<file path="src/rtl/i2c_master_arbiter.sv">
// Round-robin arbiter sharing one i2c_master among N_REQ requesters.
// Sequences start/stop strobes, watches m_busy, and returns read data or timeout to the owner.
module i2c_master_arbiter #(
    parameter int unsigned N_REQ        = 4,
    parameter int unsigned START_CYCLES = 20,
    parameter int unsigned STOP_CYCLES  = 20,
    parameter int unsigned TIMEOUT      = 4096
) (
    input  logic                       clk,
    input  logic                       reset,
    input  logic [N_REQ-1:0]           req_valid,
    input  logic [8*N_REQ-1:0]         req_addr,
    input  logic [8*N_REQ-1:0]         req_wdata,
    output logic [N_REQ-1:0]           req_ready,
    output logic [N_REQ-1:0]           rsp_valid,
    output logic [7:0]                 rsp_data,
    output logic                       rsp_err,
    output logic [$clog2(N_REQ)-1:0]   grant_id,
    output logic                       busy,
    output logic                       m_start,
    output logic                       m_stop,
    output logic [7:0]                 m_address,
    output logic [7:0]                 m_data_in,
    input  logic [7:0]                 m_data_out,
    input  logic                       m_busy
);

    localparam int unsigned ID_W  = $clog2(N_REQ);
    localparam int unsigned CNT_W = $clog2(TIMEOUT + START_CYCLES + STOP_CYCLES);

    localparam logic [2:0] IDLE      = 3'd0;
    localparam logic [2:0] START     = 3'd1;
    localparam logic [2:0] WAIT_BUSY = 3'd2;
    localparam logic [2:0] XFER      = 3'd3;
    localparam logic [2:0] STOP      = 3'd4;
    localparam logic [2:0] RESP      = 3'd5;

    logic [2:0]       state_q, state_d;
    logic [CNT_W-1:0] cnt_q, cnt_d;
    logic             err_q, err_d;
    logic [7:0]       data_q, data_d;
    logic [7:0]       addr_q, addr_d;
    logic [7:0]       wdata_q, wdata_d;
    logic [ID_W-1:0]  rr_q, rr_d;
    logic [ID_W-1:0]  gid_d;
    logic [ID_W-1:0]  cand;
    logic [ID_W-1:0]  pick;
    logic             found;

    logic [N_REQ-1:0] req_ready_d;
    logic [N_REQ-1:0] rsp_valid_d;
    logic [7:0]       rsp_data_d;
    logic             rsp_err_d;
    logic             busy_d;
    logic             m_start_d;
    logic             m_stop_d;
    logic [7:0]       m_address_d;
    logic [7:0]       m_data_in_d;

    // Next-state, datapath and output decode
    always_comb begin
        state_d     = state_q;
        cnt_d       = cnt_q;
        err_d       = err_q;
        data_d      = data_q;
        addr_d      = addr_q;
        wdata_d     = wdata_q;
        rr_d        = rr_q;
        gid_d       = grant_id;
        req_ready_d = '0;
        cand        = '0;
        pick        = '0;
        found       = 1'b0;

        // First pending requester at or above the rr pointer, wrapping
        for (int unsigned k = 0; k < N_REQ; k++) begin
            cand = ID_W'((32'(rr_q) + k) % N_REQ);
            if (!found && req_valid[cand]) begin
                found = 1'b1;
                pick  = cand;
            end
        end

        case (state_q)
            IDLE: begin
                if (!m_busy && found) begin
                    req_ready_d = N_REQ'(1) << pick;
                    addr_d      = req_addr[{pick, 3'b000} +: 8];
                    wdata_d     = req_wdata[{pick, 3'b000} +: 8];
                    gid_d       = pick;
                    rr_d        = ID_W'((32'(pick) + 1) % N_REQ);
                    cnt_d       = '0;
                    err_d       = 1'b0;
                    data_d      = 8'h00;
                    state_d     = START;
                end
            end
            START: begin
                if (cnt_q == CNT_W'(START_CYCLES - 1)) begin
                    cnt_d   = '0;
                    state_d = WAIT_BUSY;
                end else begin
                    cnt_d = cnt_q + CNT_W'(1);
                end
            end
            WAIT_BUSY: begin
                if (m_busy) begin
                    cnt_d   = '0;
                    state_d = XFER;
                end else if (cnt_q == CNT_W'(TIMEOUT - 1)) begin
                    cnt_d   = '0;
                    err_d   = 1'b1;
                    state_d = STOP;
                end else begin
                    cnt_d = cnt_q + CNT_W'(1);
                end
            end
            XFER: begin
                if (!m_busy) begin
                    cnt_d   = '0;
                    data_d  = m_data_out;
                    state_d = STOP;
                end else if (cnt_q == CNT_W'(TIMEOUT - 1)) begin
                    cnt_d   = '0;
                    err_d   = 1'b1;
                    state_d = STOP;
                end else begin
                    cnt_d = cnt_q + CNT_W'(1);
                end
            end
            STOP: begin
                if (cnt_q == CNT_W'(STOP_CYCLES - 1)) begin
                    cnt_d   = '0;
                    state_d = RESP;
                end else begin
                    cnt_d = cnt_q + CNT_W'(1);
                end
            end
            RESP: begin
                err_d   = 1'b0;
                state_d = IDLE;
            end
            default: begin
                state_d = IDLE;
            end
        endcase

        // Outputs registered from next-state so they align with the state they describe
        busy_d      = (state_d != IDLE);
        m_start_d   = (state_d == START);
        m_stop_d    = (state_d == STOP);
        m_address_d = (state_d != IDLE) ? addr_d : 8'h00;
        m_data_in_d = (state_d != IDLE) ? wdata_d : 8'h00;
        rsp_valid_d = (state_d == RESP) ? (N_REQ'(1) << gid_d) : '0;
        rsp_err_d   = (state_d == RESP) && err_d;
        rsp_data_d  = (state_d == RESP && !err_d) ? data_d : 8'h00;
    end

    always_ff @(posedge clk) begin
        if (reset) begin
            state_q   <= IDLE;
            cnt_q     <= '0;
            err_q     <= 1'b0;
            data_q    <= 8'h00;
            addr_q    <= 8'h00;
            wdata_q   <= 8'h00;
            rr_q      <= '0;
            grant_id  <= '0;
            req_ready <= '0;
            rsp_valid <= '0;
            rsp_data  <= 8'h00;
            rsp_err   <= 1'b0;
            busy      <= 1'b0;
            m_start   <= 1'b0;
            m_stop    <= 1'b0;
            m_address <= 8'h00;
            m_data_in <= 8'h00;
        end else begin
            state_q   <= state_d;
            cnt_q     <= cnt_d;
            err_q     <= err_d;
            data_q    <= data_d;
            addr_q    <= addr_d;
            wdata_q   <= wdata_d;
            rr_q      <= rr_d;
            grant_id  <= gid_d;
            req_ready <= req_ready_d;
            rsp_valid <= rsp_valid_d;
            rsp_data  <= rsp_data_d;
            rsp_err   <= rsp_err_d;
            busy      <= busy_d;
            m_start   <= m_start_d;
            m_stop    <= m_stop_d;
            m_address <= m_address_d;
            m_data_in <= m_data_in_d;
        end
    end

endmodule
</file>
<file path="config.mk">
export PLATFORM = sky130hd
export DESIGN_NAME = i2c_master_arbiter
export DESIGN_NICKNAME = d
export VERILOG_FILES = /design/src/rtl/i2c_master_arbiter.sv
export SDC_FILE = /design/constraint.sdc
export NUM_CORES = 1
export LEC_CHECK = 0
export ABC_AREA = 1
export BUFFER_PORTS_ARGS = -buffer_cell sky130_fd_sc_hd__buf_2
export CAP_MARGIN = 20
export CORE_MARGIN = 2
export CORE_UTILIZATION = 52
export DETAILED_ROUTE_END_ITERATION = 16
export PLACE_DENSITY = 0.75
export SETUP_SLACK_MARGIN = 0.3
export SYNTH_ARGS = -nofsm -noshare
export SYNTH_HDL_FRONTEND = slang
export SYNTH_SLANG_ARGS = --single-unit
export TNS_END_PERCENT = 10
</file>
<file path="constraint.sdc">
create_clock -name clk -period 1.95 [get_ports clk]
set_input_delay 0.0975 -clock clk [delete_from_list [all_inputs] [get_ports clk]]
set_output_delay 0.0975 -clock clk [all_outputs]
set_load 0.03 [all_outputs]
</file>
==> Word level (Yosys, flattened, before mapping) <==
Index checks and enable logic that the tools add are counted.
{ "word_totals": {"reg_bits": 81, "romBits": 0, "inputBits": 79, "output_inout_bits": 38, "wordCells": 110, "ram_bits": 0, "n_memories": 0, "latch_bits": 0} }
{ "classes": {"n_div": 0, "mul": 0, "n_lt_le_gt_ge": 4, "n_bitwise": 5, "n_mux": 43, "addsub": 5, "reduce_logical": 21, "shifts": 4, "eq_ne": 11} }
{ "ops": {"columns": ["op", "n"], "rows": [
  ["13-bit two-way mux", 5],
  ["32-bit by 6-bit indexed part select with 8-bit output", 2],
  ["13-bit one-hot mux with 4 select lines", 1],
  ["8-bit two-way mux", 6],
  ["3-bit two-way mux", 6],
  ["8-bit one-hot mux with 2 select lines", 1],
  ["3-bit one-hot mux with 5 select lines", 1],
  ["13-bit by 1-bit adder with 13-bit output (second input constant)", 1],
  ["13-bit by 12-bit equality test with 1-bit output (second input constant)", 1],
  ["13-bit by 5-bit equality test with 1-bit output (second input constant)", 1],
  ["3-bit equality test (second input constant)", 4],
  ["2-bit by 3-bit < comparator with 1-bit output (second input constant)", 4],
  ["1-bit two-way mux", 12],
  ["2-bit two-way mux", 6],
  ["1-bit binary-select mux with 2-bit select", 4],
  ["2-bit OR reduction", 4],
  ["1-bit by 2-bit << shifter with 4-bit output (first input constant)", 2],
  ["3-bit by 1-bit equality test with 1-bit output (second input constant)", 2],
  ["3-bit by 2-bit equality test with 1-bit output (second input constant)", 2],
  ["1-bit logical AND", 6],
  ["1-bit logical NOT", 5],
  ["1-bit inverter", 5],
  ["2-bit by 1-bit adder with 2-bit output (second input constant)", 2],
  ["2-bit adder (second input constant)", 2],
  ["other kinds (7)", 8]
]} }

==> Longest topological paths before layout <==
Gate-level depths: netlist of run 1.
{ "logic_depth": {"word_depth": 19, "ltp_mapped": 15, "mapped_depth_nobuf": 15} }

==> Worst setup path after synthesis of run 1 <==
OpenSTA, ideal clock, no wires.
{ "synth_path": {"path_type": "reg2reg", "from": "register cnt_q[0]", "to": "register rsp_data[0]", "slack_ps": 169, "stages_incl_launch_ff": 12, "synth_period_minus_slack_ps": 1781, "arrival_time_ps": 1715, "n_path_buf": 0, "path_cell_list": "dfxtp_1 -> ha_1 -> nand2_1 -> nor2_2 -> nand4_1 -> nor2_2 -> inv_1 -> a21oi_1 -> nand3_2 -> nor2_4 -> nand2_2 -> nor2_1"} }
{ "synth_between": {"elab_chain_len": 8, "word_cells_on_any_way": 17} }
{ "synth_rtl": {"columns": ["element", "line", "source"], "rows": [
  ["start, declared", "39", "logic [CNT_W-1:0] cnt_q, cnt_d;"],
  ["start signal, assigned", "180", "cnt_q <= cnt_d;"],
  ["13-bit by 12-bit equality test with 1-bit output", "110, 123", null],
  ["3-bit two-way mux / 1-bit two-way mux (equally long branches)", "110, 123", null],
  ["3-bit two-way mux (tied with other cells)", "119", "if (!m_busy) begin"],
  ["3-bit one-hot mux with 5 select lines / 1-bit one-hot mux with 4 select lines (equally long branches)", "84", "case (state_q)"],
  ["3-bit equality test / 1-bit logical NOT (equally long branches)", "156", "rsp_data_d = (state_d == RESP && !err_d) ? data_d : 8'h00;"],
  ["1-bit logical AND (*)", "156", null],
  ["1-bit inverter (no line) (*)", null, null],
  ["2-bit OR reduction (no line) (*)", null, null],
  ["end signal, assigned", "189", "rsp_data <= rsp_data_d;"],
  ["end, declared", "16", "output logic [7:0] rsp_data,"]
]} }
Every way passes the cells marked *; elsewhere a longest branch is shown, timed or not.
A chain may end at the register's enable or synchronous reset.

==> Final worst setup path of run 1 <==
{ "layout_path": {"from": "register rr_q[0]", "to": "register m_address[0]"} }
{ "layout_between": {"elab_chain_len": 18, "word_cells_on_any_way": 34} }
{ "layout_rtl": {"columns": ["element", "line", "source"], "rows": [
  ["start, declared", "44", "logic [ID_W-1:0] rr_q, rr_d;"],
  ["start signal, assigned", "185", "rr_q <= rr_d;"],
  ["parallel branches: the longest is 18 deep, another holds 2-bit by 1-bit adder with 2-bit output", null, null],
  ["end signal, assigned", "194", "m_address <= m_address_d;"],
  ["end, declared", "22", "output logic [7:0] m_address,"]
]} }
Several ways; the timed one is not identified. The select of a mux whose other input is x is not followed.

==> reports/results.ini, run 1 <==
[global_routing]
grt_use_met1_pct=31.7
met3_usage_pct=5.91
met2_usage_pct=51.4
grt_pass1_vias=4476
grt_pass1_wl_mm=20.3
antenna_found_initial=0
grt_usage_pct=28.7
grt_max_degree=40
overflow=0
top_usage_layer=met2

[setup_path]
worstPathRequired_ns=2.24
cp_max_fo=13
critPathLaunchType=flop
critPathArrivalTime_ns=2.49
end_kind=flop
path_class=reg2reg

[drt]
drt-pass1-iter-count=5
wl_mm=15.0
drt_iter0_drc=274
antenna_left=0
drc_errors=0
wl_per_cell_um=16.7
viasPerCell=5.48
vias=4931

[synth]
synth_xor_area_share_pct=1.03
avgSynthCellArea_um2=6.78
syn_inst=627
synthSimpleGateAreaFrac_pct=42.6
ys_seq_area_share_pct=38.1
synth_mux_area_share_pct=0
synth_top_family_by_area=simple AND/OR/NAND/NOR gates
yosys_warnings=0
syn_nets=707
synth_seq_cells=81
synth_area_mm2=0.00425
synth-compound-area-share_pct=5.76
synth_fa_ha_area_share_pct=0.294
synthDistinctLibCells=37

[layout]
area_delta_synth_final_pct=48.0
insertedDiodeCount=0
final_cells=899
final_common_cell=buf_2
nets=872
final_cell_mix=116 x buf_2, 102 x nand2_1, 84 x nor2_1
drive_above_1_share_pct=41.4

[sta]
max_slew_margin_pct=69.4
setup_ws_ns=-0.255
drv_slew=0
finalHoldViolations=0
holdWs_ns=0.111
tightest_slew_ns=0.459
min_period_ns=2.20
max_freq_mhz=454
min_period_over_period_pct=113
finClkSkew_ns=0.0113
setup_viol=50
rsz0062_at_grt=true
fin_setup_tns_ns=-4.99

[power]
switchingPower_uw=5090
comb_power_share_pct=68.6
p_leak_uw=0.00318
switching_share_pct=46.9
clkPwrFrac_pct=11.9
p_per_area_mw_per_mm2=1720
peakVddDrop_mv=1.04
pwr-share-seq_pct=19.5
p_int_uw=5770

[placed_design]
numPortBuffers=116
globalplace.congestion=0.942
dp_hpwl_mm=8.40
dp.cells=849

[clock_network]
clockRootBuffer=clkbuf_8
clock-sinks=81
h-tree-depth=3
cts.clk_slew.worst_paths_ns=0.09
cts_max_path_buffers=2
cts_made_buffers=9
cts_tree=done
clk_latency_ns=0.36
cts_hold_buf=0

[floorplan]
num_rows=32
die_x_um=94.5
initial_utilization_pct=54.5
dieArea_mm2=0.00892
core-area_mm2=0.00781
io_pins=117
die_h_um=94.5

[run_status]
status=finished with violations
violations=negative setup slack

[job]
max-cap-violations=0

[worst_hold_path]
hold_path_class=in2reg

-- cell families (layout without fill, tap and decap cells) --
logic type / after synthesis / after routing
compound gates: 40 / 40
xor+xnor: 5 / 5
fa+ha+maj: 1 / 1
buf+inv: 114 / 282
flops: 81 / 81
simple gates: 386 / 388
-- cell usage after synthesis (all sizes together) --
cell type / number / area [um2]
a21oi: 15 / 86.3
o311ai: 1 / 8.76
clkbuf: 8 / 30.0
clkinv: 1 / 3.75
o21ai: 13 / 68.8
a22oi: 8 / 60.1
a31oi: 1 / 6.26
nand3: 67 / 368
nand3b: 27 / 206
nor3: 13 / 65.1
inv: 89 / 337
nand4: 9 / 56.3
ha: 1 / 12.5
o211ai: 1 / 7.51
xor2: 5 / 43.8
nand2: 160 / 636
or2: 14 / 87.6
dfxtp: 81 / 1620
nor2: 96 / 395
buf: 16 / 146
o31ai: 1 / 7.51
-- area by class of cell --
type                            count  area, um2
Timing Repair inverter              1       6.26
Sequential cell                    81       1630
Fill cell                         467       1510
Inverter                           90        358
Clock buffer                       10        138
Multi-Input combinational cell    434       2640
Clock inverter                      6       75.1
Timing Repair Buffer              175       1320
Tap cell                          102        128
-- power groups by stage --
stage          Sequential, uW  Clock (uW)  Combinational [uW]
2_1_floorplan            2350           0                2860
3_3_place_gp             2100           0                4080
3_5_place_dp             2110           0                4150
4_1_cts                  2090        1300                6070
5_1_grt                  2140        1370                7770
6_report                 2120        1290                7440
-- layer usage --
| metal | up-vias | part of all wire, % |
|---|---|---|
| li1 | 2310 | - |
| met1 | 2228 | 37 |
| met2 | 298 | 49 |
| met3 | 95 | 7.9 |
| met4 | 0 | 5.9 |
| met5 | - | 0 |
-- final timing paths --
check	end	slack [ns]	startpoint	cells past startpoint
setup reg to reg	m_address[0]	-0.25	rr_q[0]	14
hold / removal	data_q[3]	0.11	m_data_out[3]	5
setup / recovery	m_address[0]	-0.25	rr_q[0]	14
hold reg to reg	cnt_q[1]	0.50	cnt_q[1]	2
-- flip-flops by register name, summed over array words and instances (netlist names), 2 cells and up --
| signal | count |
|---|---|
| cnt_q | 13 |
| addr_q | 8 |
| data_q | 8 |
| m_address | 8 |
| m_data_in | 8 |
| rsp_data | 8 |
| wdata_q | 8 |
| req_ready | 4 |
| rsp_valid | 4 |
| state_q | 3 |
| grant_id | 2 |
| rr_q | 2 |
-- through the flow --
stage,area [um2],power (uW),utilization (%),worst slack (ns)
2_1_floorplan,4290,5210,-,0.227
3_3_place_gp,5110,6180,65.4,0.0162
3_5_place_dp,5110,6260,65.4,-0.0832
4_1_cts,5930,9450,75.9,0.0324
5_1_grt,6290,11300,80.6,-0.369
6_report,6290,10900,80.6,-0.255
-- worst max-delay path: stages, from the launching register on --
cell	delay (ns)
dfxtp_4	0.39
buf_6	0.15
nand2_4	0.07
nand2_4	0.07
nand2_2	0.08
nand2_2	0.06
nor2_4	0.16
buf_6	0.14
nand4_1	0.17
nand2_4	0.17
buf_12	0.16
nand3_2	0.17
nand3_2	0.16
nand2_2	0.08
nor2_1	0.12
-- timing repair --
| item | CTS | global route |
|---|---|---|
| endpoints found under the setup margin | 78 | 79 |
| buffers inserted | 18 | 8 |
| gates cloned | 6 | 2 |
| resized for setup | 91 | 59 |
| hold endpoints to repair | 0 | 0 |
| pin swaps | 45 | 36 |
Note: power is estimated with default switching activity, not from simulation.
==> inputs of run 2 (changes only) <==
--- a/config.mk
+++ b/config.mk
@@ -5,13 +5,14 @@
 export SDC_FILE = /design/constraint.sdc
 export NUM_CORES = 1
 export LEC_CHECK = 0
-export ABC_AREA = 1
+export ABC_AREA = 0
+export ABC_CLOCK_PERIOD_IN_PS = 1950
 export BUFFER_PORTS_ARGS = -buffer_cell sky130_fd_sc_hd__buf_2
 export CAP_MARGIN = 20
 export CORE_MARGIN = 2
-export CORE_UTILIZATION = 52
+export CORE_UTILIZATION = 51
 export DETAILED_ROUTE_END_ITERATION = 16
-export PLACE_DENSITY = 0.75
+export PLACE_DENSITY = 0.76
 export SETUP_SLACK_MARGIN = 0.3
 export SYNTH_ARGS = -nofsm -noshare
 export SYNTH_HDL_FRONTEND = slang
==> reports/results.ini, run 2 <==
[run_status]
status=finished with violations
violations=negative setup slack

[clock_network]
clock-sinks=81  ; unchanged
cts.clk_slew.worst_paths_ns=0.09  ; about the same
h-tree-depth=3  ; unchanged
clk_latency_ns=0.36  ; about the same
cts_max_path_buffers=2  ; unchanged
cts_made_buffers=9  ; unchanged
cts_tree=done
clockRootBuffer=clkbuf_8

[layout]
drive_above_1_share_pct=49.6  ; +8.2 points
final_cells=678  ; -25%
area_delta_synth_final_pct=45.2
final_cell_mix=116 x buf_2, 70 x dfxtp_1, 40 x buf_4
fillers=502  ; +7.5%
multi_input_area_mm2=0.00214  ; -19%
top_register=cnt_q
insertedDiodeCount=0  ; unchanged
largest_register_ffs=13  ; unchanged
utilization_pct=75.5  ; -5.1 points
nets=654  ; -25%
final_common_cell=buf_2
finalInstanceArea_mm2=0.00542  ; -14%
regArea_mm2=0.00164  ; +0.23%

[floorplan]
dieArea_mm2=0.00802  ; -10%
num_rows=31  ; -3.1%
die_h_um=89.5  ; -5.2%
initial_utilization_pct=52.0  ; -2.5 points
core-area_mm2=0.00718  ; -8.1%
io_pins=117  ; unchanged
die_x_um=89.5  ; -5.2%

[drt]
drc_errors=0  ; unchanged
dr_wl_met3_um=524  ; -56%
viasPerCell=5.58  ; +1.8%
vias=3785  ; -23%
wl_per_cell_um=16.1  ; -3.8%
met1Wirelength_mm=4.40  ; -21%
wl_met2_mm=5.70  ; -23%
drt_iter0_drc=239  ; -13%
antenna_left=0  ; unchanged
routed.top_layer=met4
wl_mm=10.9  ; -27%
drt-pass1-iter-count=5  ; unchanged

[placed_design]
dp_hpwl_mm=7.00  ; -17%
post_dp_cell_area_mm2=0.00479  ; -6.2%
pre_cts_slack_ns=-0.263  ; -0.180 ns
numPortBuffers=116  ; unchanged
dp.cells=649  ; -24%
globalplace.congestion=0.876  ; -7.0%

[setup_path]
path_buf_inv=2  ; -1
crit_family=simple AND/OR/NAND/NOR gates
cp_slowest_stage_delay_ns=0.48  ; +0.09 ns
reg2reg_setup_slack_ns=-0.25  ; about the same
r2r-start=cnt_q[1]
critPathArrivalTime_ns=2.50  ; about the same
reg2reg_depth=9  ; -5
timing.rr.end=cnt_q[0]
critPathLaunchType=flop
cp_max_fo=6  ; -7
path_class=reg2reg
cpMaxStageDelayCell=or4_4
worstPathCellList=ha_4 -> nand3_4 -> or4_4 -> a211oi_4 -> and3b_1 -> buf_6 -> buf_4 -> nand3_1 -> a21oi_2
worstPathRequired_ns=2.24  ; about the same
end_kind=flop

[worst_hold_path]
hold_depth=4  ; -1
hold_path_end=m_address[2]
hold_path_class=in2reg
hold_path.startpoint=req_addr[2]

[synth]
synth_top_area_cell=dfxtp_1
yosys_warnings=0  ; unchanged
avgSynthCellArea_um2=9.10  ; +34%
synthTopCellsByCount=81 x dfxtp_1, 50 x a21oi_1, 39 x nor2_1, 36 x nand2_1, 32 x mux2_2
yosys-top-cells-area=dfxtp_1 43%, mux2_2 9.7%, a21oi_1 6.7%
synthArstFlopShare_pct=0  ; unchanged
synth_area_mm2=0.00373  ; -12%
synth_seq_cells=81  ; unchanged
ys_seq_area_share_pct=43.4  ; +5.3 points
syn_nets=490  ; -31%
synth.most_common_cell=dfxtp_1
syn_inst=410  ; -35%
ys.flop_type=dfxtp_1
synth_edf_count=0  ; unchanged
synth_top_area_share_pct=43.4  ; +5.3 points
synthDistinctLibCells=55  ; +49%

[sta]
tightest_slew_ns=0.528  ; +0.0688 ns
setup_ws_ns=-0.253  ; +0.00138 ns
finClkSkew_ns=0.00822  ; -0.00310 ns
rsz0062_at_grt=true
drv_slew=0  ; unchanged
finalHoldViolations=0  ; unchanged
min_period_ns=2.20  ; -0.00138 ns
fin_setup_tns_ns=-7.55  ; -2.56 ns
max_slew_margin_pct=64.8  ; -4.6 points
setup_viol=45  ; -10%
max_freq_mhz=454  ; about the same
min_period_over_period_pct=113  ; about the same

[global_routing]
antenna_found_initial=0  ; unchanged
grt_max_degree=36  ; -10%
grt_pass1_wl_mm=16.4  ; -19%
overflow=0  ; unchanged
grt_usage_pct=26.6  ; -2.1 points
grt_pass1_vias=3449  ; -23%

[power]
pwr-share-seq_pct=41.3  ; +22 points
comb_power_share_pct=19.9  ; -49 points
switching_share_pct=26.6  ; -20 points
switchingPower_uw=1130  ; -78%
p_int_uw=3130  ; -46%
p_per_area_mw_per_mm2=787  ; -54%
peakVddDrop_mv=0.552  ; -47%
clkPwrFrac_pct=38.8  ; +27 points
p_leak_uw=0.00232  ; -27%

[job]
max-cap-violations=0  ; unchanged

[run 2: cell count changes after synthesis, moves of 9 or more]
| cell | delta |
|---|---|
| nand2_2 | -11 |
| nand2_1 | -112 |
| nor4_1 | +9 |
| nor2_1 | -51 |
| and3_1 | +11 |
| a21oi_1 | +36 |
| inv_1 | -75 |
| nand3_1 | -49 |
| mux2_2 | +32 |
| nand3b_1 | -20 |
| o21ai_0 | -9 |
[run 2: how the worst max path moves through the flow]
stage | start | depth (start not counted) | to | slack, ns
after CTS | cnt_q[1] | 8 | cnt_q[9] | -0.17
after floorplan | cnt_q[10] | 8 | m_address[6] | -0.12
after global placement | cnt_q[9] | 7 | cnt_q[10] | -0.16
final | cnt_q[1] | 9 | cnt_q[0] | -0.25
after global routing | cnt_q[1] | 9 | cnt_q[0] | -0.36
after detailed placement | cnt_q[9] | 7 | cnt_q[6] | -0.26
[run 2: metal layers]
metal,global-route usage [%],vias to the layer above
met5,0,-
met4,10.3,0
met3,5.17,29
met2,43.5,116
met1,34.4,1821
li1,-,1819
[run 2: power groups by stage]
stage	clock [uW]	sequential [uW]	combinational, uW
2_1_floorplan	0	1860	411
3_3_place_gp	0	1790	736
3_5_place_dp	0	1800	754
4_1_cts	1670	1760	817
5_1_grt	1750	1770	909
6_report	1650	1760	847
[run 2: what timing repair did]
| item | 4_1_cts | 5_1_grt |
|---|---|---|
| pin swaps | 15 | 6 |
| endpoints found under the hold margin | 15 | 0 |
| gates resized for setup | 32 | 23 |
| setup buffers | 3 | 2 |
| hold buffers | 8 | 0 |
| endpoints found under the setup margin | 81 | 81 |
[run 2: logic make-up after synthesis]
family / synth area share (%)
xor gates and xnor gates: 0.235
AOI/OAI and AO/OA: 18.8
buffers and inverters: 4.76
DFF: 43.4
and+or+nand+nor: 22.3
muxes: 10.2
adders and majority gates: 0.335
[run 2: through the flow]
stage | total power, uW | hold WS, ns
floorplan | 2270 | 0.249
finish | 4260 | 0.172
global route | 4430 | 0.188
CTS | 4240 | 0.166
detailed placement | 2550 | 0.348
global placement | 2530 | 0.337
[run 2: tightest hold or removal path: cells and delay by family]
kind / cells / cell delay [ns]
AO/OA/AOI/OAI: 2 / 0.18
buffers and inverters: 1 / 0.07
multiplexers: 1 / 0.14
[run 2: area by class of cell]
type,count,share of cell area (%)
multi-input combinational,290,39.5
clock buffer,9,2.29
inverter,12,0.900
timing repair buffer,180,22.1
clock inverter,7,2.75
tap,99,2.29
sequential,81,30.2
